===== src/rtl/lf_mod_sequencer_pkg.sv =====
// Shared encoding codes, FSM state codes, rf_div floor and per-bit level helper
// for lf_mod_sequencer.
package lf_mod_sequencer_pkg;

  localparam logic [1:0] ENC_NRZ     = 2'd0;
  localparam logic [1:0] ENC_MANCH   = 2'd1;
  localparam logic [1:0] ENC_BIPHASE = 2'd2;

  localparam logic [0:0] ST_IDLE = 1'b0;
  localparam logic [0:0] ST_SEND = 1'b1;

  localparam logic [7:0] MIN_RF_DIV = 8'd8;

  // Field cycles per bit actually used: LSB dropped, floored at MIN_RF_DIV.
  function automatic logic [7:0] eff_rf_div(input logic [7:0] raw);
    logic [7:0] even;
    even = {raw[7:1], 1'b0};
    return (even < MIN_RF_DIV) ? MIN_RF_DIV : even;
  endfunction

  // Level to drive at a bit start (second_half=0) or at the half-bit point.
  function automatic logic enc_level(input logic [1:0] enc, input logic bit_v,
                                     input logic cur, input logic second_half);
    case (enc)
      ENC_MANCH:   return second_half ? ~bit_v : bit_v;
      ENC_BIPHASE: return (!second_half || !bit_v) ? ~cur : cur;
      default:     return bit_v;
    endcase
  endfunction

endpackage


===== src/rtl/lf_edge_detect.sv =====
// Synchronizes the raw LF field comparator into pck0 and pulses o_edge for one
// cycle on every synchronized rising edge.
module lf_edge_detect #(
  parameter int SYNC_STAGES = 2
) (
  input  logic i_clk,
  input  logic i_rst,
  input  logic i_async,
  output logic o_edge
);

  logic [SYNC_STAGES-1:0] r_sync;
  logic                   r_prev;

  always_ff @(posedge i_clk) begin
    if (i_rst) begin
      r_sync <= '0;
      r_prev <= 1'b0;
    end else begin
      r_sync[0] <= i_async;
      for (int i = 1; i < SYNC_STAGES; i++) begin
        r_sync[i] <= r_sync[i-1];
      end
      r_prev <= r_sync[SYNC_STAGES-1];
    end
  end

  assign o_edge = r_sync[SYNC_STAGES-1] & ~r_prev;

endmodule


===== src/rtl/lf_mod_sequencer.sv =====
// LF load-modulation sequencer: serializes bytes MSB first onto mod_out, paced by
// field edges. Optional field-loss abort is built when LF_SEQ_FIELD_TIMEOUT_EN is defined.
//   state | meaning
//   IDLE  | no frame; mod_out low; a byte accepted here starts a frame
//   SEND  | frame in progress; bits advance on synchronized field edges
module lf_mod_sequencer
  import lf_mod_sequencer_pkg::*;
#(
  parameter int SYNC_STAGES = 2,
  parameter int TIMEOUT_CYC = 4096
) (
  input  logic       pck0,
  input  logic       rst,
  input  logic       cross_lo,
  input  logic [7:0] tx_data,
  input  logic       tx_valid,
  output logic       tx_ready,
  input  logic [1:0] cfg_enc,
  input  logic [7:0] cfg_rf_div,
  output logic       mod_out,
  output logic       busy,
  output logic       done,
  output logic       abort
);

  if (TIMEOUT_CYC < 2) begin : g_timeout_chk
    $error("lf_mod_sequencer: TIMEOUT_CYC must be at least 2");
  end

  logic [0:0] r_state;
  logic [7:0] r_hold;
  logic       r_hold_full;
  logic [7:0] r_shift;
  logic [2:0] r_bit_idx;
  logic [7:0] r_div;
  logic [7:0] r_edge_cnt;
  logic [1:0] r_enc;
  logic       r_started;
  logic       r_mod;
  logic       r_busy;
  logic       r_done;
  logic       r_abort;

  logic       w_field_edge;
  logic       w_accept;
  logic       w_step;
  logic [7:0] w_cnt_next;
  logic       w_bit_end;
  logic       w_half;
  logic       w_last_bit;
  logic       w_reload;
  logic       w_frame_end;
  logic       w_next_bit;
  logic       w_timeout;

  lf_edge_detect #(.SYNC_STAGES(SYNC_STAGES)) u_edge (
    .i_clk   (pck0),
    .i_rst   (rst),
    .i_async (cross_lo),
    .o_edge  (w_field_edge)
  );

  assign w_accept    = tx_valid && !r_hold_full;
  assign w_step      = (r_state == ST_SEND) && r_started && w_field_edge;
  assign w_cnt_next  = r_edge_cnt + 8'd1;
  assign w_bit_end   = w_step && (w_cnt_next == r_div);
  assign w_half      = w_step && (w_cnt_next == {1'b0, r_div[7:1]});
  assign w_last_bit  = (r_bit_idx == 3'd7);
  assign w_reload    = w_bit_end && w_last_bit && r_hold_full;
  assign w_frame_end = w_bit_end && w_last_bit && !r_hold_full;
  assign w_next_bit  = w_reload ? r_hold[7] : r_shift[6];

`ifdef LF_SEQ_FIELD_TIMEOUT_EN
  localparam int TO_W = $clog2(TIMEOUT_CYC);
  logic [TO_W-1:0] r_to_cnt;

  always_ff @(posedge pck0) begin
    if (rst || (r_state == ST_IDLE)) begin
      r_to_cnt <= '0;
    end else if (w_field_edge) begin
      r_to_cnt <= TO_W'(1);
    end else begin
      r_to_cnt <= r_to_cnt + TO_W'(1);
    end
  end

  // Fires so that abort is seen exactly TIMEOUT_CYC cycles after the last edge.
  assign w_timeout = (r_state == ST_SEND) && !w_field_edge &&
                     (r_to_cnt == TO_W'(TIMEOUT_CYC - 1));
`else
  assign w_timeout = 1'b0;
`endif

  always_ff @(posedge pck0) begin
    if (rst) begin
      r_state     <= ST_IDLE;
      r_hold      <= '0;
      r_hold_full <= 1'b0;
      r_shift     <= '0;
      r_bit_idx   <= '0;
      r_div       <= '0;
      r_edge_cnt  <= '0;
      r_enc       <= '0;
      r_started   <= 1'b0;
      r_mod       <= 1'b0;
      r_busy      <= 1'b0;
      r_done      <= 1'b0;
      r_abort     <= 1'b0;
    end else begin
      r_done  <= 1'b0;
      r_abort <= 1'b0;

      if ((r_state == ST_SEND) && w_accept) begin
        r_hold      <= tx_data;
        r_hold_full <= 1'b1;
      end else if (w_reload) begin
        r_hold_full <= 1'b0;
      end

      if (r_state == ST_IDLE) begin
        if (w_accept) begin
          r_state    <= ST_SEND;
          r_shift    <= tx_data;
          r_enc      <= cfg_enc;
          r_div      <= eff_rf_div(cfg_rf_div);
          r_bit_idx  <= '0;
          r_edge_cnt <= '0;
          r_started  <= 1'b0;
          r_mod      <= 1'b0;
          r_busy     <= 1'b1;
        end
      end else if (w_timeout) begin
        r_state     <= ST_IDLE;
        r_shift     <= '0;
        r_hold_full <= 1'b0;
        r_started   <= 1'b0;
        r_mod       <= 1'b0;
        r_busy      <= 1'b0;
        r_abort     <= 1'b1;
      end else if (w_field_edge && !r_started) begin
        r_started  <= 1'b1;
        r_edge_cnt <= '0;
        r_mod      <= enc_level(r_enc, r_shift[7], r_mod, 1'b0);
      end else if (w_frame_end) begin
        r_state   <= ST_IDLE;
        r_started <= 1'b0;
        r_mod     <= 1'b0;
        r_busy    <= 1'b0;
        r_done    <= 1'b1;
      end else if (w_bit_end) begin
        r_edge_cnt <= '0;
        r_bit_idx  <= r_bit_idx + 3'd1;
        r_shift    <= w_reload ? r_hold : {r_shift[6:0], 1'b0};
        r_mod      <= enc_level(r_enc, w_next_bit, r_mod, 1'b0);
      end else if (w_step) begin
        r_edge_cnt <= w_cnt_next;
        if (w_half) begin
          r_mod <= enc_level(r_enc, r_shift[7], r_mod, 1'b1);
        end
      end
    end
  end

  assign tx_ready = ~r_hold_full;
  assign mod_out  = r_mod;
  assign busy     = r_busy;
  assign done     = r_done;
  assign abort    = r_abort;

endmodule


===== config.mk =====
export PLATFORM = sky130hd
export DESIGN_NAME = lf_mod_sequencer
export DESIGN_NICKNAME = d
export VERILOG_FILES = /design/src/rtl/lf_mod_sequencer_pkg.sv /design/src/rtl/lf_edge_detect.sv /design/src/rtl/lf_mod_sequencer.sv
export SDC_FILE = /design/constraint.sdc
export NUM_CORES = 1
export LEC_CHECK = 0
export BUFFER_PORTS_ARGS = -buffer_cell sky130_fd_sc_hd__clkbuf_2
export CAP_MARGIN = 25
export CORE_MARGIN = 2
export CORE_UTILIZATION = 50
export DETAILED_ROUTE_END_ITERATION = 10
export GPL_TIMING_DRIVEN = 1
export PLACE_DENSITY = 0.68
export SYNTH_ARGS = -nofsm -noshare
export SYNTH_HDL_FRONTEND = slang
export SYNTH_SLANG_ARGS = --single-unit

===== constraint.sdc =====
create_clock -name pck0 -period 3.42 [get_ports pck0]
set_input_delay 0.342 -clock pck0 [delete_from_list [all_inputs] [get_ports pck0]]
set_output_delay 0.342 -clock pck0 [all_outputs]
set_load 0.03 [all_outputs]

==> results.json, run 1 <==
{
  "status": "complete, no violations",
  "rows": 27,
  "final_nets": 380,
  "cts_root_buf": "clkbuf_8",
  "cp_max_fo": 12,
  "path_clk_slew_ns": 0.10,
  "synth.distinct_cells": 54,
  "period_share_pct": 86.68,
  "synth_edf_count": 0,
  "required_ns": 3.63,
  "dieHeight_um": 78.65,
  "synth_area_mm2": 0.002786,
  "tightestPinTransition_ns": 0.6985,
  "core_mm2": 0.005439,
  "p_leak_nw": 1.107,
  "fin_ws_ns": 0.4556,
  "grt_usage_pct": 21.57,
  "cts.sink_count": 45,
  "powerDensity_mw_per_mm2": 383.5,
  "drt-total-wl_um": 6114,
  "start_util_pct": 51.23,
  "routedWlPerCell_um": 14.35,
  "htreeDepth": 2,
  "ios": 27,
  "antenna_found_initial": 0,
  "maxSlewViolCount": 0,
  "vias": 2376,
  "die_area_mm2": 0.006186,
  "synthMostInstantiatedCell": "dfxtp_1",
  "rsz0062_at_grt": "no",
  "hold_path_class": "primary input to register",
  "hold_viol": 0,
  "slew_headroom_pct": 53.33,
  "syn_area_per_cell_um2": 8.147,
  "cp-start-kind": "register",
  "drive_gt1_share_pct": 16.10,
  "drt_iter0_markers": 87,
  "routed_via_density": 5.577,
  "cts_buffers": 5,
  "finalSetupViolCount": 0,
  "yosysWarnings": 0,
  "dieWidth_um": 78.65,
  "synth_area_leaders": "dfxtp_1 (32%), a21oi_1 (5.9%), nand2_1 (5.3%)",
  "clk_latency_ns": 0.30,
  "firstDrtPassIters": 4,
  "dp_worst_setup_slack_ns": 0.4915,
  "place.gp.congestion": 0.9017,
  "grt_pass1_wl_um": 10610,
  "cts.path.max_buffers": 2,
  "regArea_um2": 900.9,
  "critPathKind": "register to register",
  "n_antenna_cell": 0,
  "async_flop_share_pct": 0,
  "post_cts_buffers": 0,
  "period_needed_ns": 2.964,
  "dp_hpwl_um": 4173,
  "grt-ovfl-total": 0,
  "netlist.area_leader.share_pct": 32.33,
  "fillers": 521,
  "crit_arrival_ns": 3.17,
  "first_global_vias": 2200,
  "synthCells": 342,
  "portBuffers": 24,
  "cts_hold_buf": 0,
  "drc": 0,
  "cts_tree": "done",
  "skew_ns": 0.009628,
  "final_core_util_pct": 55.49,
  "area_growth_pct": 8.307,
  "max_freq_mhz": 337.3,
  "ys.flop_type": "dfxtp_1",
  "synthTopCellsByCount": "dfxtp_1 (45), nand2_1 (39), a21oi_1 (33), nand2b_1 (23), nor2_1 (20)",
  "cts_resized": 0,
  "synth_area_leader_cell": "dfxtp_1",
  "max-cap-violations": 0,
  "tns_ns": 0,
  "drtAntennaViolNets": 0,
  "yosysSeqAreaShare_pct": 32.33,
  "ys_ff_latch": 45,
  "multi_input_area_mm2": 0.001692,
  "grt_max_degree": 54,
  "vdd_drop_max_mv": 0.2256,
  "syn-num-nets": 369,
  "cp-end-kind": "register"
}
-- routing by layer --
metal / wire, µm / part of all wire (%) / global-route usage (%)
met5: 0 / 0 / 0
met4: 154 / 2.5 / 10.00
met3: 230 / 3.8 / 4.023
met2: 2845 / 47 / 34.62
met1: 2884 / 47 / 27.93
-- cells in the final DEF (no fill, tap or decap), types with 2 or more instances in the layout --
cell type and instances:
a211oi_1 4, a21oi_1 33, a22oi_1 3, a31oi_1 3, a41oi_1 2, and3_1 2
and3_2 4, buf_4 6, clkbuf_2 24, clkbuf_8 5, dfxtp_1 45, ha_1 5
inv_1 10, mux2i_1 9, nand2_1 39, nand2b_1 23, nand3_1 15, nand3b_1 10
nand4_1 5, nor2_1 20, nor2b_1 7, nor3_1 16, o21ai_0 9, o41ai_1 6
or2_2 3, or3_4 2, xnor2_1 12, xnor3_1 2, xor2_1 2
-- metrics by stage --
stage	power (mW)	area, µm²	hold WS, ns	std cells
after detailed placement	0.7536	2885	0.4286	417
after global routing	1.221	3018	0.2645	426
after global placement	0.7508	2885	0.4338	417
after floorplan	0.7069	2786	0.4138	342
after CTS	1.170	2998	0.2418	425
final	1.158	3018	0.2485	426
-- flip-flops by register name (all words and copies together) (netlist names) --
| name | cells |
|---|---|
| done | 1 |
| r_edge_cnt | 8 |
| r_shift | 8 |
| r_bit_idx | 3 |
| r_div | 7 |
| r_state | 1 |
| r_started | 1 |
| r_hold_full | 1 |
| r_hold | 8 |
| mod_out | 1 |
| u_edge.r_sync | 2 |
| busy | 1 |
| u_edge.r_prev | 1 |
| r_enc | 2 |
-- path summary, 6_finish.rpt --
| check | end | slack [ns] | cells past startpoint | from |
|---|---|---|---|---|
| max reg2reg | r_shift[2]$_SDFFE_PP0P_ | 0.46 | 7 | r_edge_cnt[0]$_SDFFE_PP0P_ |
| max | r_shift[2]$_SDFFE_PP0P_ | 0.46 | 7 | r_edge_cnt[0]$_SDFFE_PP0P_ |
| min | u_edge.r_sync[0]$_SDFF_PP0_ | 0.25 | 2 | cross_lo |
| min reg2reg | r_hold[3]$_SDFFE_PP0P_ | 0.45 | 2 | r_hold[3]$_SDFFE_PP0P_ |
-- final cells by class --
type | instances | area share, %
Multi-Input combinational cell | 260 | 56.05
Sequential cell | 45 | 29.85
Timing Repair Buffer | 31 | 6.136
Tap cell | 72 | 2.985
Clock buffer | 5 | 2.280
Clock inverter | 3 | 1.451
Inverter | 10 | 1.244
-- critical path, cell delays in order, from the launching register on --
cell and delay, ns:
dfxtp_1 0.61, ha_1 0.42, and3_2 0.26, o2111ai_1 0.18, a2111oi_4 0.39, and4_1 0.55
mux2i_1 0.14, o41ai_1 0.31
-- logic make-up after synthesis --
family          after synthesis  synth area share (%)
mux                          10                 3.637
compound gates               71                 17.02
xor+xnor                     17                 6.960
simple gates                156                 30.71
other cells                   1                0.1346
buf+inv                      37                 6.960
fa+ha+maj                     5                 2.245
flops                        45                 32.33
-- power breakdown --
group / leakage [nW] / internal [mW] / total, mW / switching [mW]
Clock: 0.0585 / 0.219 / 0.414 / 0.195
Combinational: 0.681 / 0.0743 / 0.176 / 0.102
Sequential: 0.367 / 0.548 / 0.567 / 0.0197
Note: power is estimated with default switching activity, not from simulation.
==> run 2: changes to the inputs <==
--- a/config.mk
+++ b/config.mk
@@ -5,13 +5,13 @@
 export SDC_FILE = /design/constraint.sdc
 export NUM_CORES = 1
 export LEC_CHECK = 0
-export BUFFER_PORTS_ARGS = -buffer_cell sky130_fd_sc_hd__clkbuf_2
 export CAP_MARGIN = 25
 export CORE_MARGIN = 2
 export CORE_UTILIZATION = 50
 export DETAILED_ROUTE_END_ITERATION = 10
+export DONT_BUFFER_PORTS = 1
 export GPL_TIMING_DRIVEN = 1
-export PLACE_DENSITY = 0.68
+export PLACE_DENSITY = 0.64
 export SYNTH_ARGS = -nofsm -noshare
 export SYNTH_HDL_FRONTEND = slang
 export SYNTH_SLANG_ARGS = --single-unit
==> constraint.sdc (replaced) <==
create_clock -name pck0 -period 3.8 [get_ports pck0]
set_input_delay 0.38 -clock pck0 [delete_from_list [all_inputs] [get_ports pck0]]
set_output_delay 0.38 -clock pck0 [all_outputs]
set_load 0.03 [all_outputs]
==> results.json, run 2 (synthesized netlist as in run 1, its figures left out) <==
{
  "status": "complete, no violations",
  "cts.path.max_buffers": 2,
  "area_growth_pct": 2.245,
  "dp.cells": 392,
  "tns_ns": 0,
  "cts_buffers": 5,
  "tightestPinTransition_ns": 0.6763,
  "reg.largest.list": "r_edge_cnt: 8 flops, r_hold: 8 flops, r_shift: 8 flops",
  "max_stage_delay_ns": 0.62,
  "rrSetupSlack_ns": 0.72,
  "powerDensity_mw_per_mm2": 333.8,
  "die_area_mm2": 0.006186,
  "maxSlewViolCount": 0,
  "cts_root_buf": "clkbuf_8",
  "final_core_util_pct": 52.38,
  "grt-ovfl-total": 0,
  "drt_iter0_markers": 127,
  "placed_cell_area_mm2": 0.002758,
  "cts.sink_count": 45,
  "required_ns": 4.01,
  "final_nets": 354,
  "path_buf_inv": 1,
  "p_leak_nw": 0.9809,
  "routed_via_density": 5.675,
  "crit_chain": "ha_1, and3_2, o2111ai_1, a2111oi_4, buf_4, and4_1, mux2i_1, o41ai_1",
  "cts_tree": "done",
  "routedWlPerCell_um": 15.34,
  "max-cap-violations": 0,
  "critPathKind": "register to register",
  "grt_max_degree": 54,
  "path_clk_slew_ns": 0.09,
  "crit_arrival_ns": 3.28,
  "grt_pass1_wl_um": 10470,
  "drt-total-wl_um": 6134,
  "dieHeight_um": 78.65,
  "drive_gt1_share_pct": 9.451,
  "portBuffers": 0,
  "slowest_stage": "dfxtp_1",
  "rsz0062_at_grt": "no",
  "total_power_mw": 0.9510,
  "cp-start-kind": "register",
  "clk_latency_ns": 0.31,
  "first_global_vias": 2228,
  "period_share_pct": 81.03,
  "skew_ns": 0.005487,
  "cts_resized": 0,
  "post_cts_buffers": 0,
  "drtAntennaViolNets": 0,
  "stdcell_area_mm2": 0.002849,
  "critical-path-top-delay-family": "compound AO/OA/AOI/OAI gates",
  "dieWidth_um": 78.65,
  "vias": 2270,
  "grt_usage_pct": 21.58,
  "finalSetupViolCount": 0,
  "place.gp.congestion": 0.8203,
  "cp_max_fo": 12,
  "period_needed_ns": 3.079,
  "cts_hold_buf": 0,
  "drc": 0,
  "n_antenna_cell": 0,
  "slew_headroom_pct": 54.82,
  "fin_ws_ns": 0.7210,
  "antenna_found_initial": 0,
  "start_util_pct": 51.23,
  "fillers": 529,
  "dp_hpwl_um": 4202,
  "core_mm2": 0.005439,
  "htreeDepth": 2,
  "mostFrequentLayoutCells": "dfxtp_1 (45), nand2_1 (39), a21oi_1 (33)",
  "hold_viol": 0,
  "vdd_drop_max_mv": 0.1914,
  "cp-end-kind": "register",
  "whs_ns": 0.1351,
  "max_freq_mhz": 324.8,
  "fin_cells": 400,
  "rows": 27,
  "firstDrtPassIters": 4,
  "ios": 27,
  "hold_path_class": "primary input to register",
  "dp_worst_setup_slack_ns": 0.7474,
  "mostFrequentLayoutCell": "dfxtp_1"
}
-- run 2: cell types whose count changed in the layout (fill, tap and decap cells not counted) --
| cell | delta |
|---|---|
| buf_4 | -1 |
| bufinv_16 | -1 |
| buf_12 | -1 |
| clkbuf_2 | -24 |
| inv_6 | -1 |
| clkinv_4 | +2 |
-- run 2: final timing paths --
path	startpoint	end	depth (start not counted)
setup reg to reg	r_edge_cnt[0]$_SDFFE_PP0P_	r_shift[2]$_SDFFE_PP0P_	8
setup / recovery	r_edge_cnt[0]$_SDFFE_PP0P_	r_shift[2]$_SDFFE_PP0P_	8
hold reg to reg	u_edge.r_sync[0]$_SDFF_PP0_	u_edge.r_sync[1]$_SDFF_PP0_	1
hold / removal	rst	r_hold[5]$_SDFFE_PP0P_	1
-- run 2: layout make-up --
| class | instances | area (µm²) | area share (%) |
|---|---|---|---|
| flip-flops and latches | 45 | 900.9 | 31.62 |
| clock inverters | 3 | 22.52 | 0.7905 |
| repair buffers | 5 | 37.54 | 1.318 |
| multi-input cells | 260 | 1692 | 59.38 |
| clock buffers | 5 | 68.82 | 2.415 |
| inverters | 10 | 37.54 | 1.318 |
| well taps | 72 | 90.09 | 3.162 |
-- run 2: metal layers --
metal  GRT usage [%]  wire [µm]
met1           25.07       2772
met2           38.46       3048
met3           4.483        196
met4           8.596        116
met5               0          0
-- run 2: power by group --
part	internal, mW	total, mW	switching, mW
registers	0.493	0.513	0.0201
logic	0.0565	0.132	0.0750
clock network	0.131	0.307	0.176
==> run 3: changes to the inputs <==
--- a/config.mk
+++ b/config.mk
@@ -5,13 +5,14 @@
 export SDC_FILE = /design/constraint.sdc
 export NUM_CORES = 1
 export LEC_CHECK = 0
+export ABC_AREA = 1
 export CAP_MARGIN = 25
 export CORE_MARGIN = 2
 export CORE_UTILIZATION = 50
 export DETAILED_ROUTE_END_ITERATION = 10
 export DONT_BUFFER_PORTS = 1
 export GPL_TIMING_DRIVEN = 1
-export PLACE_DENSITY = 0.64
+export PLACE_DENSITY = 0.67
 export SYNTH_ARGS = -nofsm -noshare
 export SYNTH_HDL_FRONTEND = slang
 export SYNTH_SLANG_ARGS = --single-unit
==> constraint.sdc (replaced) <==
create_clock -name pck0 -period 2.7 [get_ports pck0]
set_input_delay 0.27 -clock pck0 [delete_from_list [all_inputs] [get_ports pck0]]
set_output_delay 0.27 -clock pck0 [all_outputs]
set_load 0.03 [all_outputs]
==> results.json, run 3 <==
{
  "synth_area_leaders": "dfxtp_1 (37%), nand2_1 (10%), a21oi_1 (8.5%)",
  "comb_power_share_pct": 17.6,
  "grt_pass1_wl_um": 8500,
  "synthCells": 348,
  "finalSetupViolCount": 0,
  "yosysWarnings": 0,
  "drc": 0,
  "rsz0062_at_grt": "no",
  "slew_headroom_pct": 41.60,
  "ys.flop_type": "dfxtp_1",
  "p_leak_nw": 1.070,
  "final_core_util_pct": 54.69,
  "die_area_mm2": 0.005423,
  "dp_hpwl_um": 3808,
  "required_ns": 2.88,
  "synth_area_leader_cell": "dfxtp_1",
  "max_stage_delay_ns": 0.40,
  "period_share_pct": 88.78,
  "grt_usage_pct": 20.44,
  "antenna_found_initial": 0,
  "routed_via_density": 5.401,
  "grt_max_degree": 31,
  "crit_chain": "ha_1, nand2_1, nor2_1, nand2_1, nand2_2, nor2_1, nor2_2, nand3_2, nor2_8, nand3_4, nand2_1, nand2_1, buf_4, o21ai_1, a21oi_1",
  "powerDensity_mw_per_mm2": 591.7,
  "p_clk_share_pct": 32.6,
  "clk_latency_ns": 0.29,
  "synthMostInstantiatedCell": "nand2_1",
  "n_antenna_cell": 0,
  "synthTopCellsByCount": "nand2_1 (67), inv_1 (49), dfxtp_1 (45), a21oi_1 (41)",
  "place.gp.congestion": 0.8016,
  "switchingPower_mw": 0.4416,
  "tightestPinTransition_ns": 0.8751,
  "fillers": 454,
  "portBuffers": 0,
  "ys_ff_latch": 45,
  "syn-num-nets": 375,
  "htreeDepth": 2,
  "cts_tree": "done",
  "fin_cells": 401,
  "dieWidth_um": 73.64,
  "final_nets": 374,
  "vias": 2166,
  "crit_arrival_ns": 2.58,
  "cp-end-kind": "register",
  "slowest_stage": "dfxtp_1",
  "drtAntennaViolNets": 0,
  "vdd_drop_max_mv": 0.3740,
  "status": "complete, no violations",
  "tns_ns": 0,
  "synth_area_mm2": 0.002425,
  "drt-total-wl_um": 5175,
  "cp-start-kind": "register",
  "post_cts_buffers": 0,
  "critPathKind": "register to register",
  "swShare_pct": 29.08,
  "mostFrequentLayoutCells": "nand2_1 (67), inv_1 (49), dfxtp_1 (44)",
  "drive_gt1_share_pct": 10.66,
  "cts.sink_count": 45,
  "max_freq_mhz": 417.2,
  "yosysSeqAreaShare_pct": 37.15,
  "grt-ovfl-total": 0,
  "cts_resized": 0,
  "syn_area_per_cell_um2": 6.968,
  "hold_path_class": "primary input to register",
  "synth.distinct_cells": 33,
  "cts_hold_buf": 0,
  "max-cap-violations": 0,
  "core_mm2": 0.004692,
  "internal-power_mw": 1.077,
  "async_flop_share_pct": 0,
  "dp_worst_setup_slack_ns": 0.2365,
  "ios": 27,
  "firstDrtPassIters": 5,
  "hold_viol": 0,
  "first_global_vias": 1970,
  "rows": 25,
  "start_util_pct": 51.68,
  "power_frac_seq_pct": 49.8,
  "path_clk_slew_ns": 0.09,
  "reg.largest.list": "r_edge_cnt: 8 flops, r_hold: 8 flops, r_shift: 8 flops",
  "min_path_cells": 1,
  "cp_max_fo": 8,
  "fin_ws_ns": 0.3031,
  "dieHeight_um": 73.64,
  "period_needed_ns": 2.397,
  "maxSlewViolCount": 0,
  "mostFrequentLayoutCell": "nand2_1",
  "netlist.area_leader.share_pct": 37.15,
  "synth_edf_count": 0,
  "cts_buffers": 5,
  "skew_ns": 0.007571,
  "r2r_cells": 15,
  "cts.path.max_buffers": 2,
  "area_growth_pct": 5.831,
  "cts_root_buf": "clkbuf_8",
  "drt_iter0_markers": 107,
  "dp.cells": 394,
  "routedWlPerCell_um": 12.91,
  "cpMostUsedCell": "nand2_1"
}
run 3: cell count changes in the layout (fill, tap and decap cells not counted), sizes merged, moves of 10 or more:
cell and delta:
nand2b -23, nand2 +35, nor3 -16, nand3 +14, o21ai +27, xnor2 -12
nand3b -10, inv +41
run 3: logic make-up after synthesis:
| family | after synthesis | share of synthesized area (%) |
|---|---|---|
| AOI/OAI and AO/OA | 92 | 21.10 |
| buffers and inverters | 64 | 10.89 |
| other | 1 | 0.1547 |
| adders and majority gates | 5 | 2.580 |
| xor gates and xnor gates | 2 | 0.7225 |
| DFF | 45 | 37.15 |
| muxes | 1 | 0.4644 |
| and+or+nand+nor | 138 | 26.94 |
run 3: stage by stage:
stage | instance area, µm² | hold slack, ns | power (mW)
floorplan | 2425 | 0.3770 | 0.9844
global placement | 2454 | 0.3410 | 1.028
detailed placement | 2454 | 0.3421 | 1.033
CTS | 2557 | 0.02233 | 1.525
global route | 2566 | 0.01054 | 1.594
finish | 2566 | 0.03109 | 1.518
run 3: final timing paths:
path	slack [ns]	from	endpoint
setup / recovery	0.30	r_edge_cnt[1]$_SDFFE_PP0P_	r_shift[3]$_SDFFE_PP0P_
hold / removal	0.03	rst	u_edge.r_sync[1]$_SDFF_PP0_
setup reg to reg	0.30	r_edge_cnt[1]$_SDFFE_PP0P_	r_shift[3]$_SDFFE_PP0P_
hold reg to reg	0.41	u_edge.r_sync[0]$_SDFF_PP0_	u_edge.r_sync[1]$_SDFF_PP0_
run 3: power by group through the flow:
stage | Clock [mW] | Sequential (mW) | Combinational [mW]
floorplan | 0 | 0.763 | 0.221
global placement | 0 | 0.769 | 0.259
detailed placement | 0 | 0.770 | 0.262
CTS | 0.506 | 0.755 | 0.265
global route | 0.527 | 0.762 | 0.306
finish | 0.496 | 0.756 | 0.267
run 3: area by class of cell:
| class | count | area [µm²] | share of cell area (%) |
|---|---|---|---|
| sequential | 45 | 902.1 | 35.15 |
| tap | 54 | 67.56 | 2.633 |
| timing repair buffer | 4 | 30.03 | 1.170 |
| clock buffer | 5 | 68.82 | 2.682 |
| multi-input combinational | 239 | 1267 | 49.39 |
| inverter | 52 | 195.2 | 7.606 |
| clock inverter | 2 | 35.03 | 1.365 |
run 3: metal layers:
metal / vias to the layer above / global-route usage, % / part of all wire (%)
li1: 1142 / - / -
met4: 0 / 6.869 / 0.91
met2: 40 / 36.31 / 50
met1: 980 / 24.23 / 46
met5: - / 0 / 0
met3: 4 / 4.390 / 3.0
run 3: worst max-delay path: cells and delay by family (launching register included):
kind,cells,cell delay (ns)
adder cells (fa/ha/maj),1,0.24
flip-flops,1,0.40
AND/OR/NAND/NOR,11,1.24
AO/OA/AOI/OAI,2,0.19
buffers and inverters,1,0.20
